===== src/rtl/cp0_pkg.sv =====
// rtl/cp0_pkg.sv - CP0 register numbers, exception codes and Status/Cause bit positions
package cp0_pkg;

    localparam logic [31:0] EXC_VECTOR_DEFAULT = 32'h0000_0800;

    localparam logic [4:0] CP0_REG_COUNT   = 5'd9;
    localparam logic [4:0] CP0_REG_COMPARE = 5'd11;
    localparam logic [4:0] CP0_REG_STATUS  = 5'd12;
    localparam logic [4:0] CP0_REG_CAUSE   = 5'd13;
    localparam logic [4:0] CP0_REG_EPC     = 5'd14;
    localparam logic [4:0] CP0_REG_PRID    = 5'd15;

    localparam logic [4:0] EXC_INT = 5'd0;
    localparam logic [4:0] EXC_SYS = 5'd8;
    localparam logic [4:0] EXC_RI  = 5'd10;
    localparam logic [4:0] EXC_OV  = 5'd12;

    localparam int STATUS_IE     = 0;
    localparam int STATUS_EXL    = 1;
    localparam int STATUS_IM_LSB = 10;
    localparam int CAUSE_EXC_LSB = 2;
    localparam int CAUSE_IP_LSB  = 10;

endpackage


===== src/rtl/cp0_timer.sv =====
// rtl/cp0_timer.sv - free-running Count, Compare and the timer interrupt flag
module cp0_timer (
    input  logic        clk,
    input  logic        rst,
    input  logic        count_we,
    input  logic        compare_we,
    input  logic [31:0] wdata,
    output logic [31:0] count,
    output logic [31:0] compare,
    output logic        ti
);

    // A zero Compare disables the match so the post-reset state never interrupts.
    always_ff @(posedge clk) begin
        if (rst) begin
            count   <= 32'd0;
            compare <= 32'd0;
            ti      <= 1'b0;
        end else begin
            count <= count_we ? wdata : count + 32'd1;
            if (compare_we) begin
                compare <= wdata;
                ti      <= 1'b0;
            end else if (compare != 32'd0 && count == compare) begin
                ti <= 1'b1;
            end
        end
    end

endmodule


===== src/rtl/cp0_exception_unit.sv =====
// rtl/cp0_exception_unit.sv - CP0 Status/Cause/EPC, interrupt and exception detection; CP0_TIMER_EN adds Count/Compare
module cp0_exception_unit
    import cp0_pkg::*;
#(
    parameter logic [31:0] EXC_VECTOR = EXC_VECTOR_DEFAULT,
    parameter logic [31:0] PRID       = 32'h0000_0001
) (
    input  logic        clk,
    input  logic        rst,
    input  logic [31:0] pc,
    input  logic        IsCOP0,
    input  logic        IsEret,
    input  logic        mtc0,
    input  logic [4:0]  cp0_addr,
    input  logic [31:0] wdata,
    output logic [31:0] rdata,
    input  logic        exc_sys,
    input  logic        exc_ri,
    input  logic        exc_ov,
    input  logic [5:0]  hw_int,
    output logic        HasExp,
    output logic [31:0] epc
);

    // The PC stage jumps to this address directly, so it must be word aligned.
    if (EXC_VECTOR[1:0] != 2'b00) begin : g_bad_vector
        $error("EXC_VECTOR must be word aligned");
    end

    logic        ie;
    logic        exl;
    logic [5:0]  im;
    logic [5:0]  ip_q;
    logic [4:0]  exc_code;
    logic [5:0]  ip;
    logic        timer_int;
    logic        int_take;
    logic        sync_exc;
    logic        cp0_write;
    logic        eret_take;
    logic [4:0]  exc_code_next;
    logic [31:0] status_word;
    logic [31:0] cause_word;

`ifdef CP0_TIMER_EN
    logic [31:0] count;
    logic [31:0] compare;

    cp0_timer u_timer (
        .clk        (clk),
        .rst        (rst),
        .count_we   (cp0_write && cp0_addr == CP0_REG_COUNT),
        .compare_we (cp0_write && cp0_addr == CP0_REG_COMPARE),
        .wdata      (wdata),
        .count      (count),
        .compare    (compare),
        .ti         (timer_int)
    );
`else
    assign timer_int = 1'b0;
`endif

    assign ip        = {ip_q[5] | timer_int, ip_q[4:0]};
    assign int_take  = ie & ~exl & (|(ip & im));
    assign sync_exc  = exc_ri | exc_sys | exc_ov;
    assign HasExp    = int_take | sync_exc;
    assign cp0_write = IsCOP0 & mtc0 & ~HasExp;
    assign eret_take = IsCOP0 & IsEret & ~HasExp;

    always_comb begin
        exc_code_next = EXC_OV;
        if (int_take)     exc_code_next = EXC_INT;
        else if (exc_ri)  exc_code_next = EXC_RI;
        else if (exc_sys) exc_code_next = EXC_SYS;
    end

    always_ff @(posedge clk) begin
        if (rst) begin
            ie       <= 1'b0;
            exl      <= 1'b0;
            im       <= 6'd0;
            ip_q     <= 6'd0;
            exc_code <= 5'd0;
            epc      <= 32'd0;
        end else begin
            ip_q <= hw_int;
            if (HasExp) begin
                exl      <= 1'b1;
                exc_code <= exc_code_next;
                // A nested exception must not lose the outer handler's return address.
                if (!exl) epc <= pc;
            end else begin
                if (eret_take) exl <= 1'b0;
                if (cp0_write && cp0_addr == CP0_REG_STATUS) begin
                    ie  <= wdata[STATUS_IE];
                    exl <= wdata[STATUS_EXL];
                    im  <= wdata[STATUS_IM_LSB +: 6];
                end
                if (cp0_write && cp0_addr == CP0_REG_EPC) epc <= wdata;
            end
        end
    end

    assign status_word = {16'd0, im, 8'd0, exl, ie};
    assign cause_word  = {16'd0, ip, 3'd0, exc_code, 2'd0};

    always_comb begin
        rdata = 32'd0;
        case (cp0_addr)
            CP0_REG_STATUS:  rdata = status_word;
            CP0_REG_CAUSE:   rdata = cause_word;
            CP0_REG_EPC:     rdata = epc;
            CP0_REG_PRID:    rdata = PRID;
`ifdef CP0_TIMER_EN
            CP0_REG_COUNT:   rdata = count;
            CP0_REG_COMPARE: rdata = compare;
`endif
            default:         rdata = 32'd0;
        endcase
    end

endmodule


===== config.mk =====
export PLATFORM = sky130hd
export DESIGN_NAME = cp0_exception_unit
export DESIGN_NICKNAME = d
export VERILOG_FILES = /design/src/rtl/cp0_pkg.sv /design/src/rtl/cp0_timer.sv /design/src/rtl/cp0_exception_unit.sv
export SDC_FILE = /design/constraint.sdc
export NUM_CORES = 1
export LEC_CHECK = 0
export CELL_PAD_IN_SITES_DETAIL_PLACEMENT = 0
export CELL_PAD_IN_SITES_GLOBAL_PLACEMENT = 2
export CORE_ASPECT_RATIO = 0.8
export CORE_MARGIN = 5
export CORE_UTILIZATION = 24
export CTS_CLUSTER_DIAMETER = 150
export DETAILED_ROUTE_END_ITERATION = 12
export GPL_TIMING_DRIVEN = 0
export PLACE_DENSITY = 0.9
export SLEW_MARGIN = 15
export SYNTH_ARGS = -nofsm -noshare
export SYNTH_HDL_FRONTEND = slang
export SYNTH_SLANG_ARGS = --single-unit

===== constraint.sdc =====
create_clock -name clk -period 5.71 [get_ports clk]
set_input_delay 0.571 -clock clk [delete_from_list [all_inputs] [get_ports clk]]
set_output_delay 0.571 -clock clk [all_outputs]
set_load 0.05 [all_outputs]

Word level (Yosys, flattened, before mapping) --
Index checks and enable logic that the tools add are counted.
Storage, ports and cells: register bits 51, bits in latches 0, memory bits (writable) 0, memory bits (read-only) 0, bits of input ports 83, output and inout bits 65, logic and storage cells 40, memories 0
Operators by class: add/subtract/negate cells 0, multipliers 0, divide/modulo/power cells 0, order comparisons 0, equal/unequal tests 5, shift operators 0, muxes and demuxes 10, bitwise logic cells 12, reduce and logical (&&, ||, !) cells 7
Operators by type and width (count):
- $pmux 32 s4 | 1
- $mux 32 | 3
- $eq 5x4->1 const B | 4
- $and 1x1->1 | 6
- $and 6x6->6 | 1
- $mux 3 | 2
- $reduce_or 6->1 | 1
- $mux 5 | 1
- $reduce_and 2->1 | 2
- $mux 1 | 3
- $or 1x1->1 | 3
- $reduce_bool 3->1 | 1
- $logic_and 1x1->1 | 2
- $ne 2x2->1 const B | 1
- $not 1->1 | 2
- $reduce_bool 2->1 | 1

Logic depth before layout (Yosys ltp) --
Gate-level depths: netlist (run 1).
word-level depth 9, gate-level depth with buffers 7, gate-level depth less buffers 4

Worst setup path before layout (run 1) --
OpenSTA, ideal clock, no wires.
path type input-to-output, start input cp0_addr[1], end output rdata[1], arrival 2.015 ns, path slack 3.124 ns, stages on the path 3, buffers on the path 1, cells stage by stage clkbuf_1 -> mux2i_1 -> nor3_1
On the way: word-level cells in the longest chain between the ends 2, elaborated cells on any way between the ends 5
Ends and longest elaborated chain:
- from (decl) | RTL line cp0_exception_unit.sv:14 | input logic [4:0] cp0_addr,
- $eq 5x4->1 | RTL line cp0_exception_unit.sv:109 | case (cp0_addr)
- $pmux 32 s4 * | RTL line cp0_exception_unit.sv:109
- to (decl) | RTL line cp0_exception_unit.sv:16 | output logic [31:0] rdata,
Mark *: on every way between the ends. The rest lies on a longest branch, timed or not.

Final worst setup path (run 1) --
start input cp0_addr[1], end output rdata[9]
Same word-level chain as after synthesis.

==> results_dict.tcl, run 1 <==
set metrics [dict create \
    async_flop_share 0 \
    grt_first_pass_wirelength_mm 17.80 \
    initial_utilization 0.2455 \
    wl_mm 11.84 \
    p_int_uw 677.9 \
    hold_viol_final 0 \
    globalRoute.totalOverflow 0 \
    vdd_drop_max_uv 97.35 \
    utilization 0.3942 \
    clk_latency_ns 0.29 \
    nNetsFinal 564 \
    antenna_cells 0 \
    area_growth_pct 60.60 \
    syn_nets 411 \
    cts_buffer_depth 2 \
    h-tree-depth 2 \
    power_uw 986.2 \
    yosys_warnings 0 \
    firstDrtPassIters 4 \
    synth.distinct_cells 30 \
    finClkSkew_ns 0.004280 \
    cts_tree "built" \
    slew_violations 0 \
    boundaryPins 148 \
    p_seq_frac 0.390 \
    path_class "in2out" \
    syn_inst 328 \
    p_per_area_mw_per_mm2 205.7 \
    status "finished, final reports clean" \
    min_period_ns 3.965 \
    synth-edff-count 0 \
    vias 3162 \
    dp_hpwl_mm 9.383 \
    pre_cts_slack_ns 1.655 \
    n_fill_cell 1235 \
    slew_headroom 0.3139 \
    wire_per_inst_um 18.68 \
    clkPwrFrac 0.320 \
    final.period_utilization 0.6944 \
    whs_ns 0.4967 \
    rsz0062_at_grt "false" \
    synth_ff_type "dfxtp_1" \
    core-area_sq_mm 0.01216 \
    drc_errors 0 \
    hold_buffers 0 \
    p_sw_frac 0.3126 \
    gp_congestion 0.7703 \
    setup_viol 0 \
    start_kind "primary input" \
    viasPerCell 4.987 \
    postCtsSetupRepairBufs 0 \
    synth-seq-cells 49 \
    final_common_cell "clkdlybuf4s50_1" \
    pwr-share-comb 0.290 \
    grt_max_degree 15 \
    ant_nets 0 \
    maxCapViolations 0 \
    dieHeight_um 109.8 \
    die_w_um 134.7 \
    crit_fanout 10 \
    fin_ws_ns 1.745 \
    worstPathArrival_ns 3.39 \
    grt_usage 0.1542 \
    ys_seq_area_frac 0.3286 \
    syn_area_sq_mm 0.002985 \
    cts_resized 0 \
    drive_above_1_share 0.1224 \
    grt_pass1_vias 3227 \
    switchingPower_uw 308.3 \
    critPathCaptureType "primary output" \
    numCtsBuffers 5 \
    totalNegativeSetupSlack_ns 0 \
    clock.fmax_ghz 0.2522 \
    rows 36 \
    antenna_found_initial 0 \
    drt_iter0_drc 114 \
    syn_avg_cell_area_sq_um 9.102 \
    cp_data_required_time_ns 5.14 \
    tightest_slew_ns 1.021 \
    clk_pin_slew_ns 0.07 \
    hp-class "reg2reg" \
    layout_common_cells "clkdlybuf4s50_1 (146), dfxtp_1 (49), inv_1 (34), a211oi_1 (32), nor4_1 (32)" \
    io_buffers 146 \
    p_leak_nw 1.723 \
    fp.dieArea_sq_mm 0.01478 \
    cts_sinks 49 \
    cts_root_buf "clkbuf_16" \
]
[path summary, 6_finish.rpt]
path	start	end	slack (ns)	cells after the start
max	cp0_addr[1]	rdata[9]	1.74	7
min	im[2]$_SDFFE_PP0P_	im[2]$_SDFFE_PP0P_	0.50	2
max reg2reg	im[3]$_SDFFE_PP0P_	epc[9]$_SDFFE_PP0P_	3.62	5
min reg2reg	im[2]$_SDFFE_PP0P_	im[2]$_SDFFE_PP0P_	0.50	2
[worst max-delay path, cell delays in order]
cell,delay (ns)
clkdlybuf4s50_1,0.51
nor2b_1,0.14
clkbuf_1,0.40
nor2b_1,0.30
clkbuf_1,0.46
and2_1,0.20
clkdlybuf4s50_1,0.81
[per-layer routing]
layer	GRT usage	up-vias	wire length (um)
met5	0	-	0
met4	0.03125	0	161
met3	0.04392	13	1027
met2	0.2370	126	5119
met1	0.2157	1503	5534
li1	-	1520	-
[state kept, by name, indices dropped and copies added (netlist names)]
register,flops
ip,6
exl,1
exc_code,3
epc,32
im,6
ie,1
[per-stage QoR]
step	instances	instance area [sq um]
detailed placement	626	4637
global route	634	4795
CTS	634	4795
finish	634	4795
floorplan	328	2985
global placement	626	4637
[Yosys cell counts, types with 2 or more instances]
library cell,instances,share of area
a2111oi_0,2,0.0059
a2111oi_2,30,0.15
a211oi_1,32,0.080
a21oi_1,10,0.017
a22o_1,3,0.0088
a22oi_1,3,0.0075
and2_1,21,0.044
buf_2,9,0.015
buf_6,5,0.019
clkbuf_1,20,0.025
dfxtp_1,49,0.33
inv_1,34,0.043
mux2i_1,15,0.050
nand2_1,2,0.0025
nand2b_1,14,0.029
nor2_1,20,0.025
nor2b_1,9,0.019
nor3_1,5,0.0084
nor3_4,2,0.011
nor4_1,32,0.067
o21ai_0,2,0.0034
[cell type report]
class,instances,area (sq um),area share
buffer,36,187.7,0.03914
clock buffer,7,152.6,0.03184
clock inverter,1,5.005,0.001044
inverter,34,127.6,0.02662
multi-input combinational,209,1689,0.3523
sequential,49,980.9,0.2046
tap,152,190.2,0.03967
timing repair buffer,146,1461,0.3048
[power by group through the flow]
stage                     logic (mW)  registers [mW]  clock network [mW]
after global routing           0.303           0.387               0.339
after CTS                      0.287           0.385               0.320
after floorplan               0.0984           0.451                   0
after detailed placement       0.286           0.392                   0
final                          0.286           0.384               0.316
after global placement         0.283           0.391                   0
[cells by family after synthesis]
| family | synth area share |
|---|---|
| AO/OA/AOI/OAI | 0.2879 |
| buffers and inverters | 0.1056 |
| AND/OR/NAND/NOR | 0.2276 |
| multiplexers | 0.05029 |
| flip-flops | 0.3286 |
No activity file was read; power rests on OpenSTA's default activity.
==> run 2, diff against run 1 <==
--- a/config.mk
+++ b/config.mk
@@ -9,11 +9,11 @@
 export CELL_PAD_IN_SITES_GLOBAL_PLACEMENT = 2
 export CORE_ASPECT_RATIO = 0.8
 export CORE_MARGIN = 5
-export CORE_UTILIZATION = 24
+export CORE_UTILIZATION = 20
 export CTS_CLUSTER_DIAMETER = 150
 export DETAILED_ROUTE_END_ITERATION = 12
 export GPL_TIMING_DRIVEN = 0
-export PLACE_DENSITY = 0.9
+export PLACE_DENSITY = 0.81
 export SLEW_MARGIN = 15
 export SYNTH_ARGS = -nofsm -noshare
 export SYNTH_HDL_FRONTEND = slang
==> constraint.sdc (replaced) <==
create_clock -name clk -period 3.3 [get_ports clk]
set_input_delay 0.33 -clock clk [delete_from_list [all_inputs] [get_ports clk]]
set_output_delay 0.33 -clock clk [all_outputs]
set_load 0.05 [all_outputs]
==> run 2 against run 1 <==
  * Worst hold slack worse by 0.0040 ns
  * Register-to-register slack worse by 2.4 ns
  * Total power is 70% higher
  * Non-clock buffer count stayed put
  * Cell area is 1.5% higher
  * Sequential power is 73% higher
  * Clock skew hardly changed
  * Clock power is 62% higher
  * Utilization is 6.6 points lower
  * Critical path type unchanged
==> results_dict.tcl, run 2 (synthesis results as in run 1) <==
set metrics [dict create \
    final_common_cell "clkdlybuf4s50_1" \
    hold_viol_final 0 \
    utilization 0.3285 \
    die_w_um 146.6 \
    use_met2 0.2236 \
    fin_cells 671 \
    drt_iter0_drc 95 \
    busiest_layer "met2" \
    slew_violations 0 \
    final.period_utilization 0.9257 \
    crit_fanout 10 \
    antenna_cells 0 \
    drc_errors 0 \
    dieHeight_um 119.3 \
    cts_sinks 49 \
    finClkSkew_ns 0.004689 \
    area_growth_pct 62.99 \
    rows 40 \
    h-tree-depth 2 \
    largest_register "epc" \
    clock.fmax_ghz 0.3274 \
    cp_data_required_time_ns 2.97 \
    p_per_area_mw_per_mm2 343.6 \
    p_seq_frac 0.398 \
    antenna_found_initial 0 \
    layout_common_cells "clkdlybuf4s50_1 (126), dfxtp_1 (49), inv_1 (34), a211oi_1 (32), nor4_1 (32)" \
    wire_per_inst_um 18.23 \
    maxCapViolations 0 \
    p_sw_frac 0.3214 \
    post_dp_cell_area_sq_mm 0.004683 \
    tightest_slew_ns 1.044 \
    reg2regPathDepth 5 \
    grt_first_pass_wirelength_mm 19.20 \
    numCtsBuffers 5 \
    totalNegativeSetupSlack_ns 0 \
    use_met3 0.04755 \
    worstPathArrival_ns 2.72 \
    power_mw 1.672 \
    boundaryPins 148 \
    firstDrtPassIters 5 \
    dp_hpwl_mm 9.776 \
    switchingPower_uw 537.3 \
    path_class "in2out" \
    holdPathStages 2 \
    gr-usage-met1 0.1827 \
    cts_buffer_depth 2 \
    nNetsFinal 564 \
    pwr-share-comb 0.296 \
    postCtsSetupRepairBufs 0 \
    wl_mm 12.23 \
    viasPerCell 4.665 \
    hp-class "reg2reg" \
    vdd_drop_max_uv 180.8 \
    ant_nets 0 \
    min_period_ns 3.055 \
    grt_pass1_vias 3386 \
    setup_viol 0 \
    cts_root_buf "clkbuf_16" \
    grt_usage 0.1398 \
    io_buffers 146 \
    postLayoutCellArea_sq_mm 0.004866 \
    cts_tree "built" \
    clk_latency_ns 0.29 \
    grt_max_degree 14 \
    fin_ws_ns 0.2452 \
    whs_ns 0.4928 \
    status "finished, final reports clean" \
    clkPwrFrac 0.306 \
    drive_above_1_share 0.1224 \
    clk_pin_slew_ns 0.06 \
    globalRoute.totalOverflow 0 \
    critPathCaptureType "primary output" \
    vias 3130 \
    largest_register_ffs 32 \
    pre_cts_slack_ns -0.3629 \
    placed_cells 663 \
    p_leak_nw 2.063 \
    start_kind "primary input" \
    core-area_sq_mm 0.01481 \
    rsz0062_at_grt "false" \
    initial_utilization 0.2015 \
    gp_congestion 0.7514 \
    slew_headroom 0.2984 \
    p_int_mw 1.134 \
    fp.dieArea_sq_mm 0.01749 \
]
-- run 2: changes by cell type in the layout (fill, tap and decap cells not counted), sizes merged --
| cell | previous run | this run |
|---|---|---|
| clkbuf | 27 | 28 |
| clkinv | 1 | 0 |
| clkdlybuf4s50 | 146 | 126 |
| dlygate4sd2 | 0 | 2 |
| dlymetal6s2s | 0 | 18 |
-- run 2: timing repair --
item	in CTS	in global routing
hold buffers	0	0
gates cloned	0	0
endpoints found under the setup margin	20	18
resized for setup	5	18
pin swaps	0	0
-- run 2: path summary, 6_finish.rpt --
kind                            from  slack, ns                   end
hold reg to reg   im[1]$_SDFFE_PP0P_       0.49    im[1]$_SDFFE_PP0P_
setup / recovery         cp0_addr[0]       0.25              rdata[4]
setup reg to reg    ip[1]$_SDFF_PP0_       1.22  epc[11]$_SDFFE_PP0P_
hold / removal    im[1]$_SDFFE_PP0P_       0.49    im[1]$_SDFFE_PP0P_
-- run 2: power groups by stage --
stage	combinational [mW]	clock, mW	sequential, mW
final	0.494	0.512	0.665
after global routing	0.529	0.551	0.670
after CTS	0.499	0.520	0.666
after detailed placement	0.497	0	0.679
after global placement	0.492	0	0.678
after floorplan	0.170	0	0.781
-- run 2: routing by layer --
metal | vias to the layer above | part of all wire | wire length, um
li1 | 1524 | - | -
met1 | 1476 | 0.47 | 5726
met2 | 117 | 0.44 | 5434
met3 | 13 | 0.073 | 899
met4 | 0 | 0.014 | 173
met5 | - | 0 | 0
-- run 2: layout make-up --
| class | instances | area, sq um |
|---|---|---|
| plain buffers | 36 | 191.4 |
| clock buffers | 8 | 136.4 |
| fillers | 1543 | 9948 |
| inverters | 34 | 127.6 |
| multi-input cells | 209 | 1689 |
| flip-flops and latches | 49 | 980.9 |
| well taps | 189 | 236.5 |
| repair buffers | 146 | 1504 |
-- run 2: critical path: stages --
cell and delay, ns:
clkdlybuf4s50_1 0.52, buf_1 0.49, nor2b_1 0.32, a22oi_1 0.10, nor2_1 0.12, clkdlybuf4s50_1 0.84
